## src/rtl/instruction_fetch.sv

```systemverilog
// -----------------------------------------------------------------------------
// instruction_fetch
//
// Fetch stage of the single-cycle-style CPU. Owns the program counter, fetches
// instruction words over a ready handshake and holds the fetched word stable
// in EXEC while control_unit and the datapath work on it. On leaving EXEC the
// PC is loaded from the Jump / Branch+Zero / pc+4 selection.
//
// Optional feature macro: IFETCH_INSTR_COUNT_EN
//   defined   -> instrCount port and retired-instruction counter exist
//   undefined -> no counter, no port; everything else identical
//
// Parameters:
//   RESET_PC         PC loaded on reset (word-aligned)
//
// Ports:
//   clk              clock, rising edge
//   reset            synchronous, active-high
//   imemReq          fetch request to instruction memory (registered)
//   imemAddr         word-aligned byte address of the request (= pc)
//   imemReady        memory presents valid imemData this cycle
//   imemData         instruction word from memory
//   instructionWord  held instruction for control_unit
//   instrValid       instructionWord is valid for execution
//   pcPlus4          pc of the held instruction + 4
//   stall            downstream hold while in EXEC
//   Branch/Jump/Zero decode + ALU flag for the held instruction
//   instrCount       retired-instruction counter (feature macro only)
// -----------------------------------------------------------------------------
module instruction_fetch #(
    parameter logic [31:0] RESET_PC = 32'h0000_0000
) (
    input  logic        clk,
    input  logic        reset,
    output logic        imemReq,
    output logic [31:0] imemAddr,
    input  logic        imemReady,
    input  logic [31:0] imemData,
    output logic [31:0] instructionWord,
    output logic        instrValid,
    output logic [31:0] pcPlus4,
    input  logic        stall,
    input  logic        Branch,
    input  logic        Jump,
    input  logic        Zero
`ifdef IFETCH_INSTR_COUNT_EN
    ,
    output logic [31:0] instrCount
`endif
);

    typedef enum logic [1:0] {
        IDLE  = 2'd0,
        FETCH = 2'd1,
        EXEC  = 2'd2
    } state_t;

    // Low bits forced to zero so imemAddr stays word-aligned whatever is passed.
    localparam logic [31:0] RESET_PC_ALIGNED = {RESET_PC[31:2], 2'b00};

    state_t      state_q, state_d;
    logic [31:0] pc_q, pc_d;
    logic [31:0] pcPlus4_q, pcPlus4_d;
    logic [31:0] word_q, word_d;
    logic        req_q, req_d;
    logic        valid_q, valid_d;
    logic [31:0] next_pc;
    logic [31:0] branch_off;

    // Next-PC selection. Jump is tested first so X on Branch/Zero under a jump
    // never reaches pc.
    always_comb begin
        branch_off = {{14{word_q[15]}}, word_q[15:0], 2'b00};
        next_pc    = pcPlus4_q;
        if (Jump) begin
            next_pc = {pcPlus4_q[31:28], word_q[25:0], 2'b00};
        end else if (Branch && Zero) begin
            next_pc = pcPlus4_q + branch_off;
        end
    end

    always_comb begin
        state_d   = state_q;
        pc_d      = pc_q;
        pcPlus4_d = pcPlus4_q;
        word_d    = word_q;
        unique case (state_q)
            IDLE: begin
                state_d = FETCH;
            end
            FETCH: begin
                if (imemReady) begin
                    state_d = EXEC;
                    word_d  = imemData;
                end
            end
            EXEC: begin
                if (!stall) begin
                    state_d   = FETCH;
                    pc_d      = next_pc;
                    pcPlus4_d = next_pc + 32'd4;
                end
            end
            default: begin
                state_d = IDLE;
            end
        endcase
        // Outputs registered from the next state so they line up with it.
        req_d   = (state_d == FETCH);
        valid_d = (state_d == EXEC);
    end

    always_ff @(posedge clk) begin
        if (reset) begin
            state_q   <= IDLE;
            pc_q      <= RESET_PC_ALIGNED;
            pcPlus4_q <= RESET_PC_ALIGNED + 32'd4;
            word_q    <= '0;
            req_q     <= 1'b0;
            valid_q   <= 1'b0;
        end else begin
            state_q   <= state_d;
            pc_q      <= pc_d;
            pcPlus4_q <= pcPlus4_d;
            word_q    <= word_d;
            req_q     <= req_d;
            valid_q   <= valid_d;
        end
    end

    assign imemReq         = req_q;
    assign imemAddr        = pc_q;
    assign instructionWord = word_q;
    assign instrValid      = valid_q;
    assign pcPlus4         = pcPlus4_q;

`ifdef IFETCH_INSTR_COUNT_EN
    logic [31:0] count_q, count_d;

    // One retirement per EXEC->FETCH transition; wraps naturally at 2^32.
    always_comb begin
        count_d = count_q;
        if (state_q == EXEC && !stall) begin
            count_d = count_q + 32'd1;
        end
    end

    always_ff @(posedge clk) begin
        if (reset) begin
            count_q <= '0;
        end else begin
            count_q <= count_d;
        end
    end

    assign instrCount = count_q;
`endif

endmodule

```

## config.mk

```make
export PLATFORM = sky130hd
export DESIGN_NAME = instruction_fetch
export DESIGN_NICKNAME = d
export VERILOG_FILES = /design/src/rtl/instruction_fetch.sv
export SDC_FILE = /design/constraint.sdc
export NUM_CORES = 1
export LEC_CHECK = 0
export BUFFER_PORTS_ARGS = -buffer_cell sky130_fd_sc_hd__buf_2
export CAP_MARGIN = 5
export CORE_UTILIZATION = 40
export CTS_CLUSTER_SIZE = 8
export DETAILED_ROUTE_END_ITERATION = 7
export PLACE_DENSITY = 0.64
export SLEW_MARGIN = 20
export SYNTH_ARGS = -nofsm -noshare
export SYNTH_HDL_FRONTEND = slang
export SYNTH_SLANG_ARGS = --single-unit
```

## constraint.sdc

```tcl
create_clock -name clk -period 6.7 [get_ports clk]
set_input_delay 0.335 -clock clk [delete_from_list [all_inputs] [get_ports clk]]
set_output_delay 0.335 -clock clk [all_outputs]
set_load 0.01 [all_outputs]
```

Word level (Yosys, flattened, before mapping)
Index checks and enable logic that the tools add are counted.
{"block": "totals", "in_bits": 39, "ff_bits": 100, "rom_bits": 0, "output_inout_bits": 98, "mem_count": 0, "mem_bits_rw": 0, "latchBits": 0, "elab_cells": 22}
{"block": "op_classes", "shifts": 0, "add_sub_neg": 2, "n_eq_ne": 4, "order_cmp": 0, "n_mux": 5, "multipliers": 0, "reduce_logical": 4, "div": 0, "bitwise_logic": 1}
{"op": "$mux W32", "n": 2}
{"op": "$add A32 B3 Y32 const B", "n": 1}
{"op": "$add A32 B32 Y32", "n": 1}
{"op": "$pmux W2 S3", "n": 1}
{"op": "$eq A2 B1 Y1 const B", "n": 2}
{"op": "$eq A2 B2 Y1 const B", "n": 2}
{"op": "$mux W2", "n": 2}
{"op": "$reduce_and A2 Y1", "n": 2}
{"op": "$logic_not A2 Y1", "n": 1}
{"op": "$logic_and A1 B1 Y1", "n": 1}
{"op": "$not A1 Y1", "n": 1}

Depth between registers and ports, before layout
Gate-level depths: netlist (run 1).
{"block": "logic_depth", "word_depth": 4, "ltp_mapped": 14, "mapped_depth_nobuf": 13}

Worst setup path before layout (run 1)
Ideal clock, no wire load.
{"block": "synth_path", "kind": "reg2reg", "start": "reg word_q[0], in the netlist instructionWord[0]", "end": "reg pcPlus4_q[31], in the netlist pcPlus4[31]", "setup_slack_ps": 2634, "n_path_buf": 0, "t_arrival_ps": 3943, "stages_incl_launch_ff": 14, "setup_ps": 123, "synth_period_minus_slack_ps": 4066, "required_ps": 6577, "path_cell_list": "dfxtp_1 ha_1 fa_1 a211o_2 a221oi_1 o221ai_1 a21oi_1 o21ai_0 xnor2_1 a2111o_1 or3_4 nor4_2 mux2i_1 mux2_1"}
{"block": "synth_via", "elab_chain_cells": 4}
{"item": "start: declaration", "line_no": "64", "rtl": "logic [31:0] word_q, word_d;"}
{"item": "start signal: assignment", "line_no": "125", "rtl": "word_q <= word_d;"}
{"item": "$add A32 B32 Y32", "line_no": "78", "rtl": "next_pc = pcPlus4_q + branch_off;"}
{"item": "$mux W32", "line_no": "77", "rtl": "end else if (Branch && Zero) begin"}
{"item": "$mux W32 (*)", "line_no": "75", "rtl": "if (Jump) begin"}
{"item": "$add A32 B3 Y32 (*)", "line_no": "101", "rtl": "pcPlus4_d = next_pc + 32'd4;"}
{"item": "end signal: assignment", "line_no": "117", "rtl": "pcPlus4_q <= RESET_PC_ALIGNED + 32'd4;"}
{"item": "end signal: assignment", "line_no": "124", "rtl": "pcPlus4_q <= pcPlus4_d;"}
{"item": "end: declaration", "line_no": "63", "rtl": "logic [31:0] pcPlus4_q, pcPlus4_d;"}
Mark *: on every way between the ends. The rest lies on a longest branch, timed or not.
A chain may end at the register's enable or synchronous reset.

Final worst setup path (run 1)
{"block": "layout_path", "start": "reg word_q[15], in the netlist instructionWord[15]", "end": "reg pcPlus4_q[31], in the netlist pcPlus4[31]"}
Same word-level chain as after synthesis.

==> results of run 1 <==
-- how the worst max path moves through the flow --
| stage | start | endpoint | depth (start not counted) |
|---|---|---|---|
| after global placement | instructionWord[15] | pcPlus4[31] | 12 |
| after detailed placement | instructionWord[15] | pcPlus4[31] | 12 |
| after floorplan | instructionWord[0] | pcPlus4[31] | 13 |
| after global routing | instructionWord[15] | pcPlus4[31] | 12 |
| after CTS | instructionWord[15] | pcPlus4[31] | 12 |
| final | instructionWord[15] | pcPlus4[31] | 12 |
-- registers in the layout, summed over array words and instances (netlist names) --
name and flops:
instructionWord 32, imemAddr 30, pcPlus4 30, state_q 2, imemReq 1, instrValid 1
-- kinds of logic after synthesis --
kind of cell / Yosys count / share of synthesized area
multiplexers: 9 / 0.01476
AND/OR/NAND/NOR: 384 / 0.2903
adder cells (fa/ha/maj): 31 / 0.06219
AO/OA/AOI/OAI: 244 / 0.2444
flip-flops: 96 / 0.3023
other: 1 / 0.0005899
buffers and inverters: 70 / 0.04960
XOR/XNOR: 26 / 0.03582
-- placed cells by master, fill, tap and decap left out, types with 7 or more instances in the layout --
cell type | synthesis | routed
a21o_1 | 10 | 10
nand2_1 | 168 | 168
a31oi_1 | 7 | 7
and2_1 | 15 | 14
dfxtp_1 | 96 | 96
nand3_1 | 21 | 21
or3_1 | 11 | 11
inv_1 | 10 | 10
a211oi_1 | 24 | 24
xor2_1 | 9 | 9
nand4_1 | 15 | 15
clkbuf_16 | 0 | 9
nand3b_1 | 8 | 8
buf_2 | 2 | 131
o21ai_0 | 32 | 32
and3_1 | 14 | 14
nor2_1 | 67 | 67
ha_1 | 30 | 30
a21oi_1 | 110 | 110
nor3_1 | 24 | 24
xnor2_1 | 17 | 17
-- critical path, stage by stage, from the launching register on --
cell	delay [ps]
dfxtp_1	870
ha_1	470
a21oi_1	270
o21ai_0	160
a211o_1	320
o2111a_2	310
o21ai_0	220
xor2_1	100
o21ai_0	610
nand4_1	380
nor4_2	270
mux2i_1	240
mux2_1	330
-- metal layers --
metal | vias to the layer above | global-route usage | part of all wire
li1 | 3278 | - | -
met1 | 3082 | 0.3676 | 0.48
met2 | 243 | 0.3597 | 0.41
met3 | 11 | 0.06886 | 0.094
met4 | 0 | 0.04706 | 0.0088
met5 | - | 0 | 0
-- power groups by stage --
stage / logic (W) / clock network [W] / registers (W)
floorplan: 0.000107 / 0 / 0.000618
global placement: 0.000167 / 0 / 0.000615
detailed placement: 0.000166 / 0 / 0.000615
CTS: 0.000167 / 0.000531 / 0.000602
global route: 0.000187 / 0.000554 / 0.000604
finish: 0.000168 / 0.000522 / 0.000602
-- final cells by class --
cell class                 instances  area share
multi-input combinational        698      0.5627
sequential                        96      0.2617
timing repair buffer             137     0.09540
tap                              211     0.03595
clock buffer                      11     0.03305
clock inverter                     5    0.006133
inverter                          10    0.005111
-- stage by stage --
step	hold WS, ps	utilization	instance area, sq um	std cells	worst slack [ps]
3_5_place_dp	447.2	0.4591	7057	1152	2093
2_1_floorplan	471.0	-	6369	864	2634
4_1_cts	197.5	0.4778	7345	1168	2078
6_report	202.7	0.4778	7345	1168	2050
5_1_grt	205.2	0.4778	7345	1168	1784
3_3_place_gp	439.3	0.4591	7057	1152	2052
==> impl_metrics.ini, run 1 <==
[status]
outcome = complete, no violations

[synth]
yosysMostFrequentCell = nand2_1
netlist_area_sq_um = 6357
ys_seq_area_frac = 0.3023
synth_area_per_cell_sq_um = 7.384
synth_common_cells = 168 x nand2_1, 110 x a21oi_1, 96 x dfxtp_1
synth_cell_types = 76
synth-edff-count = 0
synth.top_cells.by_area = dfxtp_1 30%, nand2_1 9.9%, a21oi_1 8.7%
synth_top_area_cell = dfxtp_1
synthArstFlopShare = 0
synth_cells = 861
yosys_register_bits = 96
synth.top_cell.area_share = 0.3023
ys.flop_type = dfxtp_1
synth_warnings = 0

[setup_path]
rr_endpoint = pcPlus4[31]
crit_path_start_kind = flip-flop
r2r_setup_slack_ps = 2050
critPathArrivalTime_ps = 4900
r2r_cells = 12
worstSetupPathType = flip-flop to flip-flop
critPathRequiredTime_ps = 6950
end_kind = flip-flop
crit_fanout = 18
r2r_start = instructionWord[15]

[cts]
cts_hold_buf = 0
worst_skew_pair.late_latency_ps = 360
clock-sinks = 96
post-cts-setup-buffers = 0
cts_tree = yes
cts_root_buf = clkbuf_16
clkTransAtPathRegs_ps = 70
numCtsBuffers = 9
ctsResizeCount = 0
clockBufferDepth = 2
htreeDepth = 3

[floorplan]
initial_core_util = 0.4136
die-height_microns = 128.1
die_w_microns = 128.1
ioPinCount = 137
coreArea_sq_um = 15370
rows = 45
die-area_sq_um = 16400

[power]
switchingPower_w = 0.0003790
power-per-cell-area_nw_per_um2 = 175.9
switching_share = 0.2933
power_w = 0.001292
p_comb_frac = 0.130
p_leak_nw = 3.102
p_clk_frac = 0.404
power_frac_seq = 0.466
vdd.ir_drop.worst_mv = 0.1614
internal_power_w = 0.0009133

[place]
routabilityCongestion = 0.9051
portBuffers = 132
dp_hpwl_microns = 14490

[worst_hold_path]
hold_path_class = input port to flip-flop
hp-start = imemData[6]
worstHoldPathCells = 3
holdPathEnd = instructionWord[6]

[timing]
worst_slew_pin_slew_ps = 1035
max_freq_mhz = 215.1
fin_skew_ps = 10.77
relSlewSlack = 0.3103
grt_setup_unrepaired = no
drv_slew = 0
min_period_ps = 4650
setup_viol = 0
finalCritPeriodShare = 0.6940
setup_tns_ps = 0
report.final.hold_viol_count = 0

[global_route]
grt_pass1_wl_microns = 31870
antenna_found_initial = 0
grt_pass1_vias = 5872
track_usage = 0.2491
grt_max_degree = 99
grt.overflow.total = 0

[finish]
nFillCells = 1591
regArea_sq_um = 1922
antenna_cells = 0
area_delta_synth_final_pct = 15.53
multi_input_area_sq_um = 4133
finalNetCount = 1022
drive_above_1_share = 0.1808

[route]
num_vias = 6614
wirelength_microns = 20090
wl_per_cell_microns = 17.20
dr.first_iter.drc_count = 504
final_antenna_net_count = 0
first_pass_iters = 5
drc = 0
viasPerCell = 5.663

[job]
drv_cap = 0
Note: power is estimated with default switching activity, not from simulation.
==> inputs of run 2 (changes only) <==
--- a/config.mk
+++ b/config.mk
@@ -10,7 +10,7 @@
 export CORE_UTILIZATION = 40
 export CTS_CLUSTER_SIZE = 8
 export DETAILED_ROUTE_END_ITERATION = 7
-export PLACE_DENSITY = 0.64
+export PLACE_DENSITY = 0.66
 export SLEW_MARGIN = 20
 export SYNTH_ARGS = -nofsm -noshare
 export SYNTH_HDL_FRONTEND = slang
==> constraint.sdc (replaced) <==
create_clock -name clk -period 4.2 [get_ports clk]
set_input_delay 0.21 -clock clk [delete_from_list [all_inputs] [get_ports clk]]
set_output_delay 0.21 -clock clk [all_outputs]
set_load 0.01 [all_outputs]
==> impl_metrics.ini, run 2 (synthesis results as in run 1) <==
[setup_path]
r2r_cells = 13
crit_path_start_kind = flip-flop
worstSetupPathType = flip-flop to flip-flop
critPathArrivalTime_ps = 4260
end_kind = flip-flop
critPathRequiredTime_ps = 4440
crit_fanout = 5

[global_route]
grt_util_met3 = 0.06427
grt_pass1_wl_microns = 33090
grt_max_degree = 99
use_met2 = 0.3708
top_usage_layer = met1
antenna_found_initial = 0
grt.overflow.total = 0
track_usage = 0.2575
grt_use_met1 = 0.3729
grt_pass1_vias = 6235

[timing]
drv_slew = 0
report.final.hold_viol_count = 0
worst_slew_pin_slew_ps = 1048
max_freq_mhz = 248.8
relSlewSlack = 0.3014
min_period_ps = 4020
setup_viol = 0
fin_skew_ps = 13.14
hold-worst-slack_ps = 85.63
finalCritPeriodShare = 0.9570

[worst_hold_path]
hold_path_class = input port to flip-flop
worstHoldPathCells = 3

[power]
power_frac_seq = 0.443
power_w = 0.002164
p_leak_nw = 3.345
power-per-cell-area_nw_per_um2 = 279.0
internal_power_w = 0.001583
p_clk_frac = 0.421
switchingPower_w = 0.0005810
vdd.ir_drop.worst_mv = 0.2336
switching_share = 0.2685
p_comb_frac = 0.136

[finish]
final_common_cell = nand2_1
finalNetCount = 1062
largest_reg_flops = 32
final_core_util = 0.5047
nFillCells = 1552
multi_input_area_sq_um = 4205
regArea_sq_um = 1922
final_cell_mix = 168 x nand2_1, 131 x buf_2, 105 x a21oi_1
area_delta_synth_final_pct = 22.02
drive_above_1_share = 0.2267
antenna_cells = 0
instances_no_fill = 1208

[place]
portBuffers = 132
routabilityCongestion = 0.9479
dp.cells = 1190
dp_hpwl_microns = 15110

[route]
viasPerCell = 5.589
final_antenna_net_count = 0
wl_per_cell_microns = 17.13
first_pass_iters = 5
dr.first_iter.drc_count = 414
num_vias = 6751
drc = 0
wirelength_microns = 20700

[cts]
cts_tree = yes
cts_root_buf = clkbuf_16
clkTransAtPathRegs_ps = 70
clock-sinks = 96
numCtsBuffers = 9
worst_skew_pair.late_latency_ps = 360
htreeDepth = 3
clockBufferDepth = 2

[status]
outcome = complete, no violations

[job]
drv_cap = 0

[floorplan]
die_w_microns = 128.1
rows = 45
die-area_sq_um = 16400
coreArea_sq_um = 15370
ioPinCount = 137
initial_core_util = 0.4136
die-height_microns = 128.1
[run 2: power groups by stage]
stage	sequential, W	combinational, W	clock [W]
6_report	0.000958	0.000294	0.000912
5_1_grt	0.000961	0.000324	0.000962
4_1_cts	0.000957	0.000289	0.000930
3_5_place_dp	0.000978	0.000288	0
3_3_place_gp	0.000977	0.000286	0
2_1_floorplan	0.000986	0.000171	0
[run 2: final cells by class]
type,count,share of cell area
multi-input combinational,698,0.5421
sequential,96,0.2477
inverter,10,0.004839
clock inverter,5,0.01097
timing repair buffer,177,0.1290
tap,211,0.03403
clock buffer,11,0.03129
[run 2: repair_timing]
item,in CTS,in global routing
setup endpoints to repair,0,5
setup buffers,0,2
hold buffers,0,0
resized for setup,0,17
[run 2: worst paths after layout]
| path | from | slack [ps] | endpoint |
|---|---|---|---|
| min | imemData[27] | 90 | instructionWord[27] |
| max reg2reg | pcPlus4[2] | 180 | pcPlus4[31] |
| max | pcPlus4[2] | 180 | pcPlus4[31] |
| min reg2reg | instructionWord[28] | 450 | instructionWord[28] |
[run 2: metal layers]
metal | up-vias | wire length (microns)
met2 | 239 | 8514
met1 | 3143 | 10040
li1 | 3352 | -
met4 | 0 | 332
met5 | - | 0
met3 | 17 | 1815
[run 2: critical path: stages, from the launching register on]
cell and delay, ps:
dfxtp_1 340, ha_2 200, fa_2 360, a211o_4 350
a21o_1 210, a211o_1 350, o2111a_2 300, nand4b_4 170
and3_4 170, or3b_1 380, or3_4 370, nor4_4 150
mux2i_1 220, mux2_1 330
[run 2: metrics by stage]
step	setup TNS [ps]	setup WS, ps	cell area (sq um)
6_report	0	180.5	7757
4_1_cts	0	28.06	7670
3_3_place_gp	0	108.6	7342
5_1_grt	-6.882	-6.882	7757
2_1_floorplan	0	133.6	6369
3_5_place_dp	0	69.85	7342
==> inputs of run 3 (changes only) <==
--- a/config.mk
+++ b/config.mk
@@ -10,7 +10,6 @@
 export CORE_UTILIZATION = 40
 export CTS_CLUSTER_SIZE = 8
 export DETAILED_ROUTE_END_ITERATION = 7
-export PLACE_DENSITY = 0.66
 export SLEW_MARGIN = 20
 export SYNTH_ARGS = -nofsm -noshare
 export SYNTH_HDL_FRONTEND = slang
==> impl_metrics.ini, run 3 (synthesis results as in run 1) <==
[cts]
numCtsBuffers = 9
htreeDepth = 3
worst_skew_pair.late_latency_ps = 370
clkTransAtPathRegs_ps = 80
cts_hold_buf = 0
cts_tree = yes
cts_root_buf = clkbuf_16
post-cts-setup-buffers = 0
clockBufferDepth = 2
clock-sinks = 96

[timing]
finalCritPeriodShare = 0.9774
fin_skew_ps = 11.12
setup_tns_ps = 0
setup_viol = 0
grt_setup_unrepaired = yes
hold-worst-slack_ps = 76.90
worst_slew_pin_slew_ps = 1038
max_freq_mhz = 243.6
relSlewSlack = 0.3082
drv_slew = 0
report.final.hold_viol_count = 0
min_period_ps = 4105

[setup_path]
cp_cell_sequence = ha_1 > fa_2 > a211o_2 > a21o_1 > a211o_1 > o2111a_2 > nand4b_4 > and3_4 > or3b_1 > or3_4 > nor4_4 > mux2i_1 > mux2_1
crit_fanout = 5
cpMaxStageDelayCell = or3b_1
end_kind = flip-flop
r2r_setup_slack_ps = 90
crit_start = instructionWord[0]
r2r_start = instructionWord[0]
crit_path_start_kind = flip-flop
rr_endpoint = pcPlus4[31]
worstSetupPathType = flip-flop to flip-flop
r2r_cells = 13
max_stage_delay_ps = 390
critPathRequiredTime_ps = 4460
critPathArrivalTime_ps = 4360

[global_route]
grt_pass1_vias = 6262
antenna_found_initial = 0
track_usage = 0.2650
grt_max_degree = 99
grt_pass1_wl_microns = 33730
grt.overflow.total = 0

[floorplan]
rows = 45
die_w_microns = 128.1
coreArea_sq_um = 15370
die-area_sq_um = 16400
die-height_microns = 128.1
ioPinCount = 137
initial_core_util = 0.4136

[place]
routabilityCongestion = 0.9280
dp.cells = 1195
placed_area_sq_um = 7380
dp_hpwl_microns = 15420
portBuffers = 132

[finish]
nFillCells = 1563
largest_reg_flops = 32
drive_above_1_share = 0.2240
area_delta_synth_final_pct = 21.22
final_cell_mix = 168 x nand2_1, 131 x buf_2, 108 x a21oi_1
finalNetCount = 1065
instances_no_fill = 1211
antenna_cells = 0
final_common_cell = nand2_1
final_core_util = 0.5013
final_area_sq_um = 7706

[route]
wl_per_cell_microns = 17.40
final_antenna_net_count = 0
num_vias = 6713
viasPerCell = 5.543
wirelength_microns = 21080
first_pass_iters = 6
drc = 0
dr.first_iter.drc_count = 489

[worst_hold_path]
worstHoldPathCells = 3
hold_path_class = input port to flip-flop
holdPathEnd = instructionWord[26]
hp-start = imemData[26]

[job]
drv_cap = 0

[power]
power-per-cell-area_nw_per_um2 = 270.1
vdd.ir_drop.worst_mv = 0.2066
p_leak_nw = 3.335

[status]
outcome = complete, no violations
[run 3: cell type report]
cell class              count  area (sq um)  area share
clock buffers              10         229.0     0.02971
clock inverters             6         52.55    0.006819
inverters                  10         37.54    0.004871
multi-input cells         698          4178      0.5421
flip-flops and latches     96          1922      0.2494
well taps                 211         264.0     0.03426
repair buffers            180          1023      0.1328
[run 3: worst max path at each step]
| stage | depth (start not counted) | end |
|---|---|---|
| global route | 13 | pcPlus4[31] |
| CTS | 13 | pcPlus4[31] |
| detailed placement | 13 | pcPlus4[31] |
| global placement | 13 | pcPlus4[31] |
| floorplan | 13 | pcPlus4[31] |
| finish | 13 | pcPlus4[31] |
[run 3: timing repair]
| item | CTS | global route |
|---|---|---|
| resized for setup | 0 | 9 |
| setup endpoints to repair | 0 | 3 |
| hold endpoints to repair | 0 | 0 |
[run 3: through the flow]
step                      power, W  worst slack [ps]
after detailed placement  0.001269             54.02
after floorplan           0.001157             133.6
final                     0.002082             94.83
after global routing      0.002156            -61.44
after global placement    0.001268             100.4
after CTS                 0.002090             18.71
[run 3: power by group]
part	internal [W]	switching [W]	total, W
Combinational	0.000106	0.000189	0.000295
Clock	0.000413	0.000417	0.000830
Sequential	0.000935	0.0000213	0.000956
Total	0.00145	0.000627	0.00208
[run 3: worst max-delay path: cells and delay by family (launching register included)]
family / cells / cell delay [ps]
compound gates: 4 / 1180
mux: 2 / 580
flops: 1 / 320
fa+ha+maj: 2 / 600
simple gates: 5 / 1350
[run 3: metal layers]
| layer | routed length (microns) | track usage |
|---|---|---|
| met1 | 10110 | 0.3880 |
| met2 | 8729 | 0.3814 |
| met3 | 1935 | 0.06219 |
| met4 | 306 | 0.07820 |
| met5 | 0 | 0 |
